[src/rtl/draw_sequencer.sv]
// ---------------------------------------------------------------------------
// draw_sequencer
//
// Command-driven pixel scheduler sitting between the Mastermind game FSM and
// the 160x120 VGA adapter. One shape command is accepted at a time, its pixel
// raster is walked row-major at one pixel per cycle, and every pixel is
// presented on registered x/y/colour/plot outputs. A one-cycle done pulse
// follows the last pixel.
//
// Ports
//   clock       in   1  system clock
//   resetn      in   1  synchronous, active-low reset
//   cmd_valid   in   1  command present
//   cmd_ready   out  1  sequencer idle and able to accept a command
//   cmd_shape   in   3  0 big 20x20, 1 medium 10x10, 2 peg row 22x4,
//                       3 erase 110x20, 4 clear 160x120, 5-7 no pixels
//   cmd_x       in   8  shape origin column
//   cmd_y       in   7  shape origin row
//   cmd_colour  in   3  fill colour for shapes 0-2
//   cmd_pegs    in   3  pegs drawn in a peg row (values above 4 clamp to 4)
//   vga_x       out  8  pixel column
//   vga_y       out  7  pixel row
//   vga_colour  out  3  pixel colour
//   vga_plot    out  1  write strobe for the presented pixel
//   busy        out  1  high while drawing and during the done cycle
//   done        out  1  one-cycle completion pulse
// ---------------------------------------------------------------------------
module draw_sequencer #(
  parameter int         SCREEN_W     = 160,
  parameter int         SCREEN_H     = 120,
  parameter logic [2:0] CLEAR_COLOUR = 3'b000
) (
  input  logic       clock,
  input  logic       resetn,
  input  logic       cmd_valid,
  output logic       cmd_ready,
  input  logic [2:0] cmd_shape,
  input  logic [7:0] cmd_x,
  input  logic [6:0] cmd_y,
  input  logic [2:0] cmd_colour,
  input  logic [2:0] cmd_pegs,
  output logic [7:0] vga_x,
  output logic [6:0] vga_y,
  output logic [2:0] vga_colour,
  output logic       vga_plot,
  output logic       busy,
  output logic       done
);

  localparam logic [1:0] S_IDLE = 2'd0;
  localparam logic [1:0] S_DRAW = 2'd1;
  localparam logic [1:0] S_DONE = 2'd2;

  localparam logic [8:0] SCREEN_W_L = 9'(SCREEN_W);
  localparam logic [7:0] SCREEN_H_L = 8'(SCREEN_H);

  // Last column index (width - 1) of each shape.
  function automatic logic [7:0] shape_w_last(input logic [2:0] shape);
    logic [7:0] w;
    case (shape)
      3'd0:    w = 8'd19;
      3'd1:    w = 8'd9;
      3'd2:    w = 8'd21;
      3'd3:    w = 8'd109;
      3'd4:    w = 8'd159;
      default: w = 8'd0;
    endcase
    return w;
  endfunction

  // Last row index (height - 1) of each shape.
  function automatic logic [6:0] shape_h_last(input logic [2:0] shape);
    logic [6:0] h;
    case (shape)
      3'd0:    h = 7'd19;
      3'd1:    h = 7'd9;
      3'd2:    h = 7'd3;
      3'd3:    h = 7'd19;
      3'd4:    h = 7'd119;
      default: h = 7'd0;
    endcase
    return h;
  endfunction

  // Peg-row column mask: pegs start at columns 0, 6, 12 and 18; columns
  // 4,5,10,11,16,17,20,21 are gaps, so the last peg only keeps columns 18-19.
  function automatic logic peg_col_on(input logic [7:0] lx, input logic [2:0] pegs);
    logic [2:0] peg;
    logic       hit;
    if (lx < 8'd4) begin
      hit = 1'b1;
      peg = 3'd0;
    end else if ((lx >= 8'd6) && (lx < 8'd10)) begin
      hit = 1'b1;
      peg = 3'd1;
    end else if ((lx >= 8'd12) && (lx < 8'd16)) begin
      hit = 1'b1;
      peg = 3'd2;
    end else if ((lx >= 8'd18) && (lx < 8'd20)) begin
      hit = 1'b1;
      peg = 3'd3;
    end else begin
      hit = 1'b0;
      peg = 3'd0;
    end
    return hit && (peg < pegs);
  endfunction

  logic [1:0] state_q,      state_d;
  logic [2:0] shape_q,      shape_d;
  logic [7:0] org_x_q,      org_x_d;
  logic [6:0] org_y_q,      org_y_d;
  logic [2:0] colour_q,     colour_d;
  logic [2:0] pegs_q,       pegs_d;
  logic [7:0] w_last_q,     w_last_d;
  logic [6:0] h_last_q,     h_last_d;
  logic [7:0] col_q,        col_d;
  logic [6:0] row_q,        row_d;
  logic [7:0] vga_x_q,      vga_x_d;
  logic [6:0] vga_y_q,      vga_y_d;
  logic [2:0] vga_colour_q, vga_colour_d;
  logic       vga_plot_q,   vga_plot_d;
  logic       ready_q,      ready_d;
  logic       busy_q,       busy_d;
  logic       done_q,       done_d;

  // Incoming command after shape-specific overrides.
  logic [7:0] in_x_s;
  logic [6:0] in_y_s;
  logic [2:0] in_colour_s;
  logic [2:0] in_pegs_s;

  // Source of the pixel being loaded into the output registers.
  logic       present_s;
  logic [2:0] pix_shape_s;
  logic [7:0] pix_x_s;
  logic [6:0] pix_y_s;
  logic [2:0] pix_colour_s;
  logic [2:0] pix_pegs_s;
  logic [8:0] sum_x_s;
  logic [7:0] sum_y_s;
  logic       on_screen_s;
  logic       peg_ok_s;

  // Resolve the command fields as they will be latched at acceptance.
  always_comb begin
    if (cmd_shape == 3'd4) begin
      in_x_s = 8'd0;
      in_y_s = 7'd0;
    end else begin
      in_x_s = cmd_x;
      in_y_s = cmd_y;
    end
    if ((cmd_shape == 3'd3) || (cmd_shape == 3'd4)) begin
      in_colour_s = CLEAR_COLOUR;
    end else begin
      in_colour_s = cmd_colour;
    end
    if (cmd_pegs > 3'd4) begin
      in_pegs_s = 3'd4;
    end else begin
      in_pegs_s = cmd_pegs;
    end
  end

  // Sequencer next-state, raster counters and next output pixel.
  always_comb begin
    state_d      = state_q;
    shape_d      = shape_q;
    org_x_d      = org_x_q;
    org_y_d      = org_y_q;
    colour_d     = colour_q;
    pegs_d       = pegs_q;
    w_last_d     = w_last_q;
    h_last_d     = h_last_q;
    col_d        = col_q;
    row_d        = row_q;
    vga_x_d      = vga_x_q;
    vga_y_d      = vga_y_q;
    vga_colour_d = vga_colour_q;
    vga_plot_d   = 1'b0;
    present_s    = 1'b0;
    pix_shape_s  = shape_q;
    pix_x_s      = org_x_q;
    pix_y_s      = org_y_q;
    pix_colour_s = colour_q;
    pix_pegs_s   = pegs_q;

    case (state_q)
      S_IDLE: begin
        if (cmd_valid) begin
          shape_d  = cmd_shape;
          org_x_d  = in_x_s;
          org_y_d  = in_y_s;
          colour_d = in_colour_s;
          pegs_d   = in_pegs_s;
          w_last_d = shape_w_last(cmd_shape);
          h_last_d = shape_h_last(cmd_shape);
          col_d    = 8'd0;
          row_d    = 7'd0;
          if (cmd_shape <= 3'd4) begin
            // Pixel 0 is loaded on the acceptance edge itself.
            state_d      = S_DRAW;
            present_s    = 1'b1;
            pix_shape_s  = cmd_shape;
            pix_x_s      = in_x_s;
            pix_y_s      = in_y_s;
            pix_colour_s = in_colour_s;
            pix_pegs_s   = in_pegs_s;
          end else begin
            // Shapes with no pixels go straight to the done cycle.
            state_d = S_DONE;
          end
        end else begin
          state_d = S_IDLE;
        end
      end
      S_DRAW: begin
        if ((col_q == w_last_q) && (row_q == h_last_q)) begin
          state_d = S_DONE;
        end else begin
          present_s = 1'b1;
          if (col_q == w_last_q) begin
            col_d = 8'd0;
            row_d = row_q + 7'd1;
          end else begin
            col_d = col_q + 8'd1;
            row_d = row_q;
          end
        end
      end
      S_DONE: begin
        state_d = S_IDLE;
      end
      default: begin
        state_d = S_IDLE;
      end
    endcase

    // Addresses are summed one bit wider so off-screen pixels are detected
    // instead of wrapping back onto the screen.
    sum_x_s     = {1'b0, pix_x_s} + {1'b0, col_d};
    sum_y_s     = {1'b0, pix_y_s} + {1'b0, row_d};
    on_screen_s = (sum_x_s < SCREEN_W_L) && (sum_y_s < SCREEN_H_L);
    if (pix_shape_s == 3'd2) begin
      peg_ok_s = peg_col_on(col_d, pix_pegs_s);
    end else begin
      peg_ok_s = 1'b1;
    end

    if (present_s) begin
      vga_x_d      = sum_x_s[7:0];
      vga_y_d      = sum_y_s[6:0];
      vga_colour_d = pix_colour_s;
      vga_plot_d   = on_screen_s && peg_ok_s;
    end else begin
      vga_plot_d   = 1'b0;
    end

    ready_d = (state_d == S_IDLE);
    busy_d  = (state_d != S_IDLE);
    done_d  = (state_d == S_DONE);
  end

  // State, latched command and output registers with synchronous reset.
  always_ff @(posedge clock) begin
    if (!resetn) begin
      state_q      <= S_IDLE;
      shape_q      <= 3'd0;
      org_x_q      <= 8'd0;
      org_y_q      <= 7'd0;
      colour_q     <= 3'd0;
      pegs_q       <= 3'd0;
      w_last_q     <= 8'd0;
      h_last_q     <= 7'd0;
      col_q        <= 8'd0;
      row_q        <= 7'd0;
      vga_x_q      <= 8'd0;
      vga_y_q      <= 7'd0;
      vga_colour_q <= 3'd0;
      vga_plot_q   <= 1'b0;
      ready_q      <= 1'b1;
      busy_q       <= 1'b0;
      done_q       <= 1'b0;
    end else begin
      state_q      <= state_d;
      shape_q      <= shape_d;
      org_x_q      <= org_x_d;
      org_y_q      <= org_y_d;
      colour_q     <= colour_d;
      pegs_q       <= pegs_d;
      w_last_q     <= w_last_d;
      h_last_q     <= h_last_d;
      col_q        <= col_d;
      row_q        <= row_d;
      vga_x_q      <= vga_x_d;
      vga_y_q      <= vga_y_d;
      vga_colour_q <= vga_colour_d;
      vga_plot_q   <= vga_plot_d;
      ready_q      <= ready_d;
      busy_q       <= busy_d;
      done_q       <= done_d;
    end
  end

  assign cmd_ready  = ready_q;
  assign busy       = busy_q;
  assign done       = done_q;
  assign vga_x      = vga_x_q;
  assign vga_y      = vga_y_q;
  assign vga_colour = vga_colour_q;
  assign vga_plot   = vga_plot_q;

endmodule
[config.mk]
export PLATFORM = sky130hd
export DESIGN_NAME = draw_sequencer
export DESIGN_NICKNAME = d
export VERILOG_FILES = /design/src/rtl/draw_sequencer.sv
export SDC_FILE = /design/constraint.sdc
export NUM_CORES = 1
export LEC_CHECK = 0
export ABC_AREA = 1
export CORE_MARGIN = 2
export CORE_UTILIZATION = 25
export DETAILED_ROUTE_END_ITERATION = 8
export DONT_BUFFER_PORTS = 1
export GPL_ROUTABILITY_DRIVEN = 0
export PLACE_DENSITY_LB_ADDON = 0.05
export SLEW_MARGIN = 30
export SYNTH_ARGS = -nofsm -noshare
export SYNTH_HDL_FRONTEND = slang
export SYNTH_SLANG_ARGS = --single-unit
[constraint.sdc]
create_clock -name clock -period 3.9 [get_ports clock]
set_clock_uncertainty 0.2 [all_clocks]
set_input_delay 0.585 -clock clock [delete_from_list [all_inputs] [get_ports clock]]
set_output_delay 0.585 -clock clock [all_outputs]
set_load 0.02 [all_outputs]
==> run_results.csv <==
group,metric,value,unit
outcome,outcome,"finished, final reports clean",
timing,hold_viol,0,
die,start_util,25.7,%
place,dp_hpwl,10700,µm
power_and_ir_drop,leakage,0.00222,µW
synthesis,synth.distinct_cells,41,
clocking,postCtsSetupBuffers,0,
clocking,cts_root_buf,"clkbuf_16",
routing,vias_per_cell,4.59,
critical_path,r2r_slack,370,ps
layout,areaGrowthSynthToFinish,14.0,%
power_and_ir_drop,intPower,1530,µW
timing,rsz0062_at_grt,"false",
timing,finalCriticalPeriod,3530,ps
global_routing,grt_max_degree,48,
synthesis,async_flop_share,0,%
timing,max_clock_freq,283,MHz
synthesis,netlist_instances,629,
clocking,clk_path_buf_depth,2,
critical_path,cp-start-kind,"register",
routing,post_drt_wl_per_cell,16.0,µm
die,core_area,16700,µm²
power_and_ir_drop,ir_worst_vdd,0.197,mV
die,die_w,135,µm
global_routing,grt_overflow,0,
global_routing,antenna_found_initial,0,
synthesis,synth_edf_count,0,
layout,drive_above_1_share,12.3,%
synthesis,avgSynthCellArea,6.83,µm²
critical_path,crit_type,"register to register",
synthesis,seq_area_frac_synth,34.5,%
critical_path,critPathCaptureType,"register",
timing,slew_headroom,55.4,%
synthesis,synth-main-ff-cell,"dfxtp_1",
synthesis,synth_mux_area_share,0,%
layout,fillCellCount,1887,
place,dp_cells,838,
layout,regArea,1480,µm²
global_routing,grt_usage,15.7,%
routing,drtAntennaViolNets,0,
clocking,numCtsBuffers,9,
synthesis,synthXorXnorAreaFrac,3.46,%
power_and_ir_drop,power_density,457,nW/µm²
critical_path,critical_path_arrival,3620,ps
routing,first_pass_iters,6,
layout,final_area,4900,µm²
synthesis,synth_simple_gate_area_share,32.7,%
synthesis,synth.net_count,676,
synthesis,netlist_area,4300,µm²
die,die-height,135,µm
global_routing,grt_pass1_wl,21200,µm
clocking,htreeDepth,3,
place,place_area,4570,µm²
layout,antenna_cells,0,
timing,worst_pin_slew,662,ps
layout,layoutNonFillerInstCount,854,
layout,multi_input_area,2490,µm²
layout,layout.nets,676,
power_and_ir_drop,p_sw,705,µW
routing,dr.first_iter.drc_count,156,
die,core.rowCount,47,
power_and_ir_drop,p_comb_share,19.8,%
die,dieArea,18300,µm²
place,port_buffers,0,
layout,final_cell_mix,"nand2_1, dfxtp_1, inv_1, o21ai_0, a21oi_1",
critical_path,cp_max_fo,9,
timing,drv_slew,0,
synthesis,synth-adder-area-share,6.17,%
timing,timing.final.crit_share,90.6,%
timing,setup_total_negative_slack,0,ps
global_routing,grt_pass1_vias,3709,
run,drv_cap,0,
clocking,cts_tree,"done",
die,io_pins,49,
clocking,clkSinkCount,74,
critical_path,critPathRequiredTime,3980,ps
clocking,ctsHoldBuffers,0,
layout,layout_commonest_cell,"nand2_1",
power_and_ir_drop,p_clk_share,40.7,%
worst_hold_path,hold_class,"input pin to register",
clocking,clk_latency,350,ps
power_and_ir_drop,switching_share,31.5,%
synthesis,ys_warn_count,0,
timing,setup_viol,0,
routing,drcViolationCount,0,
clocking,clkSlewWorstSetupHoldPaths,60,ps
routing,vias,3917,
synthesis,synth_top_family_by_area,"simple AND/OR/NAND/NOR gates",
synthesis,synth_compound_area_share,15.3,%
routing,routed_wl,13700,µm
power_and_ir_drop,share_seq_of_total_power,39.5,%
synthesis,yosys_register_bits,74,
## cell type report
class | count | share of cell area [%]
clock buffers | 11 | 4.96
clock inverters | 5 | 1.58
inverters | 65 | 4.98
multi-input cells | 468 | 50.9
flip-flops and latches | 74 | 30.3
well taps | 220 | 5.62
repair buffers | 11 | 1.69
## kinds of logic after synthesis
group	after synthesis
XOR/XNOR	17
adder cells (fa/ha/maj)	20
AO/OA/AOI/OAI	124
AND/OR/NAND/NOR	307
flip-flops	74
buffers and inverters	87
## flip-flops by register name, indices dropped and copies added (netlist names)
| name | cells |
|---|---|
| w_last_q | 7 |
| h_last_q | 4 |
| vga_colour | 3 |
| busy | 1 |
| shape_q | 3 |
| vga_plot | 1 |
| row_q | 7 |
| pegs_q | 3 |
| cmd_ready | 1 |
| col_q | 8 |
| org_x_q | 8 |
| vga_x | 8 |
| done | 1 |
| vga_y | 7 |
| org_y_q | 7 |
| colour_q | 3 |
| state_q | 2 |
## power by group through the flow
stage	logic, µW	registers [µW]	clock network, µW
2_1_floorplan	326	887	0
3_3_place_gp	448	901	0
3_5_place_dp	448	901	0
4_1_cts	450	884	950
5_1_grt	501	891	978
6_report	442	883	911
## critical path, cell delays in order (launching register included)
cell       delay [ps]
dfxtp_1           480
inv_1              90
nand2_1            60
nand2_1            60
nor2_2            110
nand2_2            90
nor2_8            200
nand3_4           130
nand3_1           120
nand2_1           120
ha_1              260
fa_1              410
nand3_1           130
nand2_1            60
nand2_1            80
nand2_1            50
a21oi_1           150
xor2_1            250
nor2_1             80
nand2_1            90
o2111ai_1         130
a21oi_2           120
## layer usage
metal  vias up  part of all wire (%)  GRT usage [%]
li1       2046                     -              -
met2        77                    43           23.6
met5         -                     0              0
met1      1781                    51           21.7
met4         0                   1.9           5.15
met3        13                   4.2           4.17
## worst paths after layout
check,to,cells past startpoint,start
max reg2reg,vga_plot$_SDFF_PN0_,21,w_last_q[7]$_SDFFE_PN0P_
max,vga_plot$_SDFF_PN0_,21,w_last_q[7]$_SDFFE_PN0P_
min,cmd_ready$_SDFF_PN1_,1,resetn
min reg2reg,shape_q[1]$_SDFFE_PN0P_,2,shape_q[1]$_SDFFE_PN0P_
## Yosys cell counts (7+ instances only)
master	instances	area share, %
nand3_1	43	5.0
inv_2	11	0.96
clkbuf_1	17	1.5
o21ai_0	54	6.3
xnor2_1	9	1.8
nor2_1	46	4.0
nand3_2	7	1.6
dfxtp_1	74	34
ha_1	18	5.2
a21oi_1	49	5.7
nand2_2	11	1.6
xor2_1	8	1.6
nand2_1	171	15
inv_1	54	4.7
## metrics by stage
step                hold WS, ps  worst slack, ps  utilization, %  total power (µW)
floorplan                   225              556               -              1210
global placement            248              325            27.4              1350
detailed placement          251              233            27.4              1350
CTS                         138              304            29.3              2280
global route                160             68.1            29.3              2370
finish                      168              367            29.3              2240
## repair_timing
| action | 4_1_cts | 5_1_grt |
|---|---|---|
| gates resized for setup | 0 | 2 |
| endpoints found under the setup margin | 0 | 1 |
| endpoints found under the hold margin | 0 | 0 |
(Power assumes the default switching activity.)
